`config.mk`:
```
export PLATFORM = sky130hd
export DESIGN_NAME = pipe_run_ctrl
export DESIGN_NICKNAME = d
export VERILOG_FILES = /design/src/rtl/pipe_run_ctrl.sv
export SDC_FILE = /design/constraint.sdc
export NUM_CORES = 1
export LEC_CHECK = 0
export CAP_MARGIN = 5
export CORE_MARGIN = 2
export CORE_UTILIZATION = 44
export DETAILED_ROUTE_END_ITERATION = 6
export MAX_ROUTING_LAYER = met4
export PLACE_DENSITY = 0.75
export SLEW_MARGIN = 15
export SYNTH_ARGS = -nofsm -noshare
export SYNTH_HDL_FRONTEND = slang
export SYNTH_SLANG_ARGS = --single-unit
```
`constraint.sdc`:
```
create_clock -name clk -period 2.1 [get_ports clk]
set_clock_uncertainty 0.2 [all_clocks]
set_input_delay 0.21 -clock clk [delete_from_list [all_inputs] [get_ports clk]]
set_output_delay 0.21 -clock clk [all_outputs]
set_load 0.01 [all_outputs]
```
`src/rtl/pipe_run_ctrl.sv`:
```
// Run/halt/single-step sequencer and load-use hazard controller for the 5-stage pipeline.
// Also selects EX-stage operand forwarding and keeps debug cycle/stall counters.
module pipe_run_ctrl #(
    parameter int REG_ADDR_W = 5,
    parameter int CNT_W      = 32
) (
    input  logic                  clk,
    input  logic                  rst_n,
    input  logic                  run_req,
    input  logic                  halt_req,
    input  logic                  step_req,
    input  logic                  clr_cnt,
    input  logic [REG_ADDR_W-1:0] id_rs,
    input  logic [REG_ADDR_W-1:0] id_rt,
    input  logic                  id_uses_rt,
    input  logic [REG_ADDR_W-1:0] ex_rd,
    input  logic                  ex_wreg,
    input  logic                  ex_m2reg,
    input  logic [REG_ADDR_W-1:0] mem_rd,
    input  logic                  mem_wreg,
    input  logic                  mem_m2reg,
    output logic                  pc_en,
    output logic                  ifid_en,
    output logic                  idex_bubble,
    output logic [1:0]            fwd_a,
    output logic [1:0]            fwd_b,
    output logic                  running,
    output logic [CNT_W-1:0]      cycle_cnt,
    output logic [CNT_W-1:0]      stall_cnt
);

    typedef enum logic [1:0] {
        ST_HALT = 2'd0,
        ST_RUN  = 2'd1,
        ST_STEP = 2'd2
    } state_t;

    localparam logic [CNT_W-1:0] CNT_ONE = {{(CNT_W-1){1'b0}}, 1'b1};

    state_t                r_state;
    state_t                w_state_nxt;
    logic                  w_ex_load_dst;
    logic                  w_load_use;
    logic                  w_active;
    logic                  w_issue;
    logic [CNT_W-1:0]      r_cycle_cnt;
    logic [CNT_W-1:0]      r_stall_cnt;

    // EX wins over MEM; register 0 is hard-wired zero and never forwarded.
    function automatic logic [1:0] fwd_sel(
        input logic [REG_ADDR_W-1:0] src,
        input logic [REG_ADDR_W-1:0] e_rd,
        input logic                  e_wreg,
        input logic                  e_m2reg,
        input logic [REG_ADDR_W-1:0] m_rd,
        input logic                  m_wreg,
        input logic                  m_m2reg
    );
        logic [1:0] sel;
        sel = 2'b00;
        if (e_wreg && (e_rd != '0) && (e_rd == src) && !e_m2reg) begin
            sel = 2'b01;
        end else if (m_wreg && (m_rd != '0) && (m_rd == src)) begin
            sel = m_m2reg ? 2'b11 : 2'b10;
        end
        return sel;
    endfunction

    assign w_ex_load_dst = ex_wreg & ex_m2reg & (ex_rd != '0);
    assign w_load_use    = w_ex_load_dst &
                           ((ex_rd == id_rs) | (id_uses_rt & (ex_rd == id_rt)));

    assign fwd_a = fwd_sel(id_rs, ex_rd, ex_wreg, ex_m2reg, mem_rd, mem_wreg, mem_m2reg);
    assign fwd_b = id_uses_rt ?
                   fwd_sel(id_rt, ex_rd, ex_wreg, ex_m2reg, mem_rd, mem_wreg, mem_m2reg) :
                   2'b00;

    assign w_active    = (r_state != ST_HALT);
    assign w_issue     = w_active & ~w_load_use;
    assign running     = w_active;
    assign pc_en       = w_issue;
    assign ifid_en     = w_issue;
    assign idex_bubble = ~w_issue;
    assign cycle_cnt   = r_cycle_cnt;
    assign stall_cnt   = r_stall_cnt;

    always_ff @(posedge clk or negedge rst_n) begin
        if (!rst_n) begin
            r_state <= ST_HALT;
        end else begin
            r_state <= w_state_nxt;
        end
    end

    // A step only completes on a cycle that actually issues; stall cycles keep STEP.
    always_comb begin
        w_state_nxt = r_state;
        unique case (r_state)
            ST_HALT: begin
                if (halt_req) begin
                    w_state_nxt = ST_HALT;
                end else if (step_req) begin
                    w_state_nxt = ST_STEP;
                end else if (run_req) begin
                    w_state_nxt = ST_RUN;
                end
            end
            ST_RUN: begin
                if (halt_req) begin
                    w_state_nxt = ST_HALT;
                end
            end
            ST_STEP: begin
                if (halt_req || !w_load_use) begin
                    w_state_nxt = ST_HALT;
                end
            end
            default: w_state_nxt = ST_HALT;
        endcase
    end

    always_ff @(posedge clk or negedge rst_n) begin
        if (!rst_n) begin
            r_cycle_cnt <= '0;
            r_stall_cnt <= '0;
        end else if (clr_cnt) begin
            r_cycle_cnt <= '0;
            r_stall_cnt <= '0;
        end else if (w_active) begin
            r_cycle_cnt <= r_cycle_cnt + CNT_ONE;
            if (w_load_use) begin
                r_stall_cnt <= r_stall_cnt + CNT_ONE;
            end
        end
    end

endmodule
```
==> Word-level counts from Yosys, hierarchy flattened <==
Index checks and enable logic that the tools add are counted.
Widths: inputs -> output; s select.
{ "totals": {"register_bits": 66, "out_inout_bits": 72, "elab_cells": 58} }
{ "op_classes": {"n_addsub": 2, "n_eq_ne": 9, "muxes": 17, "n_bitwise": 8, "n_reduce_logical": 19} }
{ "ops": {"columns": ["operator", "count"], "rows": [
  ["$mux 32", 5],
  ["$add 32x1->32 const B", 2],
  ["$eq 5x5->1", 4],
  ["$mux 2", 10],
  ["$reduce_bool 5->1", 2],
  ["$logic_and 1x1->1", 8],
  ["$pmux 2 s3", 1],
  ["$reduce_bool 2->1", 3],
  ["$and 1x1->1", 5],
  ["$ne 2x2->1 const B", 2],
  ["$ne 4x4->1 const B", 1],
  ["$reduce_and 3->1", 1],
  ["$eq 2x1->1 const B", 1],
  ["$eq 2x2->1 const B", 1],
  ["$logic_not 1->1", 2],
  ["$logic_not 2->1", 1],
  ["$not 1->1", 2],
  ["$reduce_and 2->1", 1],
  ["$logic_or 1x1->1", 1],
  ["$mux 1", 1],
  ["$or 1x1->1", 1]
]} }

==> Depth between registers and ports, before layout <==
{ "depth": {"depth_word": 8, "depth_mapped": 7} }

==> Worst setup path after synthesis <==
No wires, ideal clock.
{ "synth_path": {"path_kind": "reg2reg", "startpoint": "register r_cycle_cnt[0], in the netlist cycle_cnt[0]", "endpoint": "register r_cycle_cnt[28], in the netlist cycle_cnt[28]", "arrival_ns": 1.707, "required_ns": 1.768, "slack_ns": 0.061, "stages_incl_launch_ff": 8, "synth_period_minus_slack_ns": 2.039, "cell_sequence": "dfrtp_1 ha_1 o211ai_1 nor3_1 and4b_1 nand3_1 xor2_1 nor2_1"} }
{ "synth_between": {"elab_chain_len": 3} }
{ "synth_rtl": {"columns": ["element", "line_no", "source"], "rows": [
  ["from (decl)", "46", "logic [CNT_W-1:0] r_cycle_cnt;"],
  ["from (signal assigned)", "130", "r_cycle_cnt <= r_cycle_cnt + CNT_ONE;"],
  ["$add 32x1->32", "130", null],
  ["$mux 32", "129", "end else if (w_active) begin"],
  ["$mux 32", "126", "end else if (clr_cnt) begin"]
]} }
No other way between the ends. The select of a mux whose other input is x is not followed.
A chain may end at the register's enable or synchronous reset.

==> Worst setup path after layout <==
{ "layout_path": {"startpoint": "register r_stall_cnt[4], in the netlist stall_cnt[4]", "endpoint": "register r_stall_cnt[13], in the netlist stall_cnt[13]"} }
{ "layout_between": {"elab_chain_len": 4} }
{ "layout_rtl": {"columns": ["element", "line_no", "source"], "rows": [
  ["from (decl)", "47", "logic [CNT_W-1:0] r_stall_cnt;"],
  ["from (signal assigned)", "132", "r_stall_cnt <= r_stall_cnt + CNT_ONE;"],
  ["$add 32x1->32", "132", null],
  ["$mux 32", "131", "if (w_load_use) begin"],
  ["$mux 32", "129", null],
  ["$mux 32", "126", null]
]} }
No other way between the ends. The select of a mux whose other input is x is not followed.

==> flow_summary.toml <==
[status]
result_of_the_run = "completed"

[timing]
rsz_0062_raised_after_global_routing = "true"
fin_hold_ws_ps = 135.2
fmax_ghz = 0.4875
timing_max_transition_violations_final = 0
period_share_pct = 97.68
timing.final.hold_violations = 0
fin_crit_ps = 2051
tns_ps = 0
tightestPinTransition_ps = 536.1
max_slew_margin_pct = 64.26
final-setup-viol-count = 0

[logic_synthesis]
netlist_instances = 394
syn_nets = 427
synthTopCellsByArea = "sky130_fd_sc_hd__dfrtp_1 (45%), sky130_fd_sc_hd__xor2_1 (10%), sky130_fd_sc_hd__nor2_1 (5.0%)"
netlist.area_leader.share_pct = 45.35
synth_area_sq_um = 3642
sequential_share_of_the_synthesized_area_pct = 45.35
yosysWarnings = 0
syn-mean-instance-area_sq_um = 9.244
synth.largest_area_cell = "sky130_fd_sc_hd__dfrtp_1"
yosys.cell_types.count = 40
ys_seq_elements = 66

[critical_path]
path_buf_inv = 0
cp-end-kind = "register"
r2r-end = "stall_cnt[13]"
critical_path_required_ps = 2170
r2r_setup_slack_ps = 50
reg2reg_depth = 6
endpoint = "stall_cnt[13]"
worstPathArrival_ps = 2120
path_depth = 6
critical_path_class = "register to register"
crit_path_cell_trace = "and3_4, nand4_1, nor3_4, o211ai_1, or3_1, a21oi_2"
startpoint_type = "register"
cp-startpoint = "stall_cnt[4]"
cp_slowest_cell = "sky130_fd_sc_hd__or3_1"
crit_fanout = 4
cp_top_family = "simple AND/OR/NAND/NOR gates"
max_incr_delay_on_cp_ps = 420
timing.rr.start = "stall_cnt[4]"

[cts]
clock_latency_ps = 350
clkSlewWorstSetupHoldPaths_ps = 70
cts_max_path_buffers = 2
cts_inserted_buffers = 9
clock-root-buffer = "sky130_fd_sc_hd__clkbuf_8"
htree_levels = 3
clock_sink_count = 66
cts_tree = "yes"

[final_layout]
final.fill_count = 632
final_nets = 606
area_growth_syn_to_layout_pct = 56.82
instances_no_fill = 683
insertedDiodeCount = 0
final_design_area_no_fill_sq_um = 5712
drive_gt1_share_pct = 23.01

[power]
post-layout-total-power_mw = 2.778
internal_power_mw = 2.087
part_of_the_power_in_registers_pct = 46.3
power.leakage_nw = 2.458
power.share.combinational_pct = 11.2
peakVddDrop_v = 0.0004462
swShare_pct = 24.88
net-switching-power_uw = 691.3
power_density_nw_per_um2 = 486.4
clockPowerShare_pct = 42.5

[drt]
detail_route.wirelength_um = 10810
final_antenna_net_count = 0
remaining_drc_errors = 0
wl_met2_um = 5446
m1WireLength_um = 4669
routed_via_density = 5.408
vias = 3694
drt_first_pass_iters = 5
drtIter0Drc = 162
top_layer = "met4"
route.met3.wl_um = 518
route.detailed.wl_per_inst_um = 15.83

[global_route]
globalRouteOverflowTotal = 0
number_of_antenna_violations_at_the_first_check_in_global_routing = 0
grt_pass1_vias = 3591
largest_net_degree_at_the_start_of_global_routing = 67
grt_first_pass_wirelength_um = 16770
track_usage_pct = 24.49

[placement]
port-buffer-count = 102
dpl_cell_area_sq_um = 5219
hpwl_um = 7568
numPlacedInstances = 651
gp_congestion = 1.004

[floorplan]
initial_utilization_pct = 44.78
boundary_pins = 103
die_area_sq_um = 9021
floorplan.core_area_sq_um = 8134
die-height_um = 94.98
fp-row-count = 33
die_x_um = 94.98

[min_path]
hold_class = "primary input to register"

[flow_run]
max-cap-violations = 0
## cells by family after synthesis
kind of cell	Yosys count	share of synthesized area [%]
compound gates	69	11.99
xor+xnor	61	14.67
fa+ha+maj	2	0.6869
buf+inv	20	2.267
flops	66	45.35
simple gates	176	25.04
## power by group through the flow
stage	clock, mW	combinational, mW	sequential (mW)
floorplan	0	0.102	1.31
global placement	0	0.290	1.31
detailed placement	0	0.298	1.31
CTS	1.21	0.301	1.29
global route	1.28	0.336	1.29
finish	1.18	0.311	1.29
## cells in the final DEF, fill, tap and decap left out, types with 16 or more instances in the layout
cell                               n
sky130_fd_sc_hd__nand3_1          24
sky130_fd_sc_hd__nand2_1          30
sky130_fd_sc_hd__buf_4            71
sky130_fd_sc_hd__xor2_1           40
sky130_fd_sc_hd__o21ai_0          16
sky130_fd_sc_hd__dlygate4sd2_1    22
sky130_fd_sc_hd__nor2_1           46
sky130_fd_sc_hd__clkdlybuf4s50_1  71
sky130_fd_sc_hd__dfrtp_1          66
sky130_fd_sc_hd__or3_1            17
sky130_fd_sc_hd__a21oi_1          22
sky130_fd_sc_hd__xnor2_1          19
## final cells by class
type / instances / area, sq um / share of cell area [%]
Multi-Input combinational cell: 309 / 2100 / 36.76
Sequential cell: 66 / 1652 / 28.92
Timing Repair Buffer: 178 / 1578 / 27.62
Clock inverter: 7 / 93.84 / 1.643
Inverter: 9 / 33.78 / 0.5915
Tap cell: 105 / 131.4 / 2.300
Clock buffer: 9 / 123.9 / 2.169
## sequential cells by signal (all words and copies together), names as in the netlist
signal / flops
cycle_cnt: 32
r_state: 2
stall_cnt: 32
## metal layers
metal | up-vias | track usage, %
met2 | 116 | 39.66
met1 | 1787 | 31.27
met5 | - | -
met3 | 20 | 5.267
met4 | 0 | 6.522
li1 | 1771 | -
## synth_stat cells
| master | count |
|---|---|
| sky130_fd_sc_hd__nand3_1 | 25 |
| sky130_fd_sc_hd__buf_2 | 3 |
| sky130_fd_sc_hd__nor3_1 | 8 |
| sky130_fd_sc_hd__nor2_2 | 1 |
| sky130_fd_sc_hd__buf_4 | 1 |
| sky130_fd_sc_hd__xnor2_1 | 19 |
| sky130_fd_sc_hd__o21ai_0 | 18 |
| sky130_fd_sc_hd__nor4_1 | 5 |
| sky130_fd_sc_hd__o211ai_1 | 4 |
| sky130_fd_sc_hd__o2111ai_2 | 1 |
| sky130_fd_sc_hd__o31ai_1 | 3 |
| sky130_fd_sc_hd__clkbuf_1 | 6 |
| sky130_fd_sc_hd__nor3b_1 | 1 |
| sky130_fd_sc_hd__and4_1 | 7 |
| sky130_fd_sc_hd__or2_2 | 1 |
| sky130_fd_sc_hd__or3_1 | 18 |
| sky130_fd_sc_hd__ha_1 | 2 |
| sky130_fd_sc_hd__xor2_1 | 42 |
| sky130_fd_sc_hd__nand2_1 | 30 |
| sky130_fd_sc_hd__nor3_4 | 1 |
| sky130_fd_sc_hd__o2111ai_1 | 10 |
| sky130_fd_sc_hd__buf_1 | 1 |
| sky130_fd_sc_hd__o31a_1 | 1 |
| sky130_fd_sc_hd__nor2_1 | 49 |
| sky130_fd_sc_hd__a21o_1 | 2 |
| sky130_fd_sc_hd__nor3_2 | 3 |
| sky130_fd_sc_hd__a31oi_1 | 1 |
| sky130_fd_sc_hd__or4_1 | 4 |
| sky130_fd_sc_hd__and4b_1 | 1 |
| sky130_fd_sc_hd__and2_1 | 2 |
| sky130_fd_sc_hd__o21ai_2 | 2 |
| sky130_fd_sc_hd__a21oi_1 | 25 |
| sky130_fd_sc_hd__nand4_1 | 7 |
| sky130_fd_sc_hd__inv_1 | 9 |
| sky130_fd_sc_hd__o21ba_2 | 1 |
| sky130_fd_sc_hd__a22o_1 | 1 |
| sky130_fd_sc_hd__and2b_1 | 1 |
| sky130_fd_sc_hd__nor2b_1 | 1 |
| sky130_fd_sc_hd__dfrtp_1 | 66 |
| sky130_fd_sc_hd__and3_1 | 11 |
## how the worst min path moves through the flow
stage / startpoint / to / slack (ps) / cells after the start
2_1_floorplan: rst_n / cycle_cnt[0] / -290 / 0
3_3_place_gp: rst_n / cycle_cnt[27] / 60 / 2
3_5_place_dp: rst_n / cycle_cnt[27] / 60 / 2
4_1_cts: clr_cnt / cycle_cnt[26] / 120 / 2
5_1_grt: clr_cnt / cycle_cnt[26] / 150 / 2
6_report: clr_cnt / cycle_cnt[30] / 140 / 2
## through the flow
stage	setup slack (ps)	util, %
detailed placement	-639.8	64.16
global route	-113.0	70.22
finish	48.78	70.22
floorplan	61.47	-
global placement	-515.1	64.16
CTS	31.23	67.81
## repair_timing
action,in CTS,in global routing
gates resized for setup,55,26
endpoints found under the setup margin,28,27
cloned,0,1
hold buffers,1,0
hold endpoints to repair,66,0
buffers inserted,3,11
pin swaps,11,18
No activity file was read; power rests on OpenSTA's default activity.
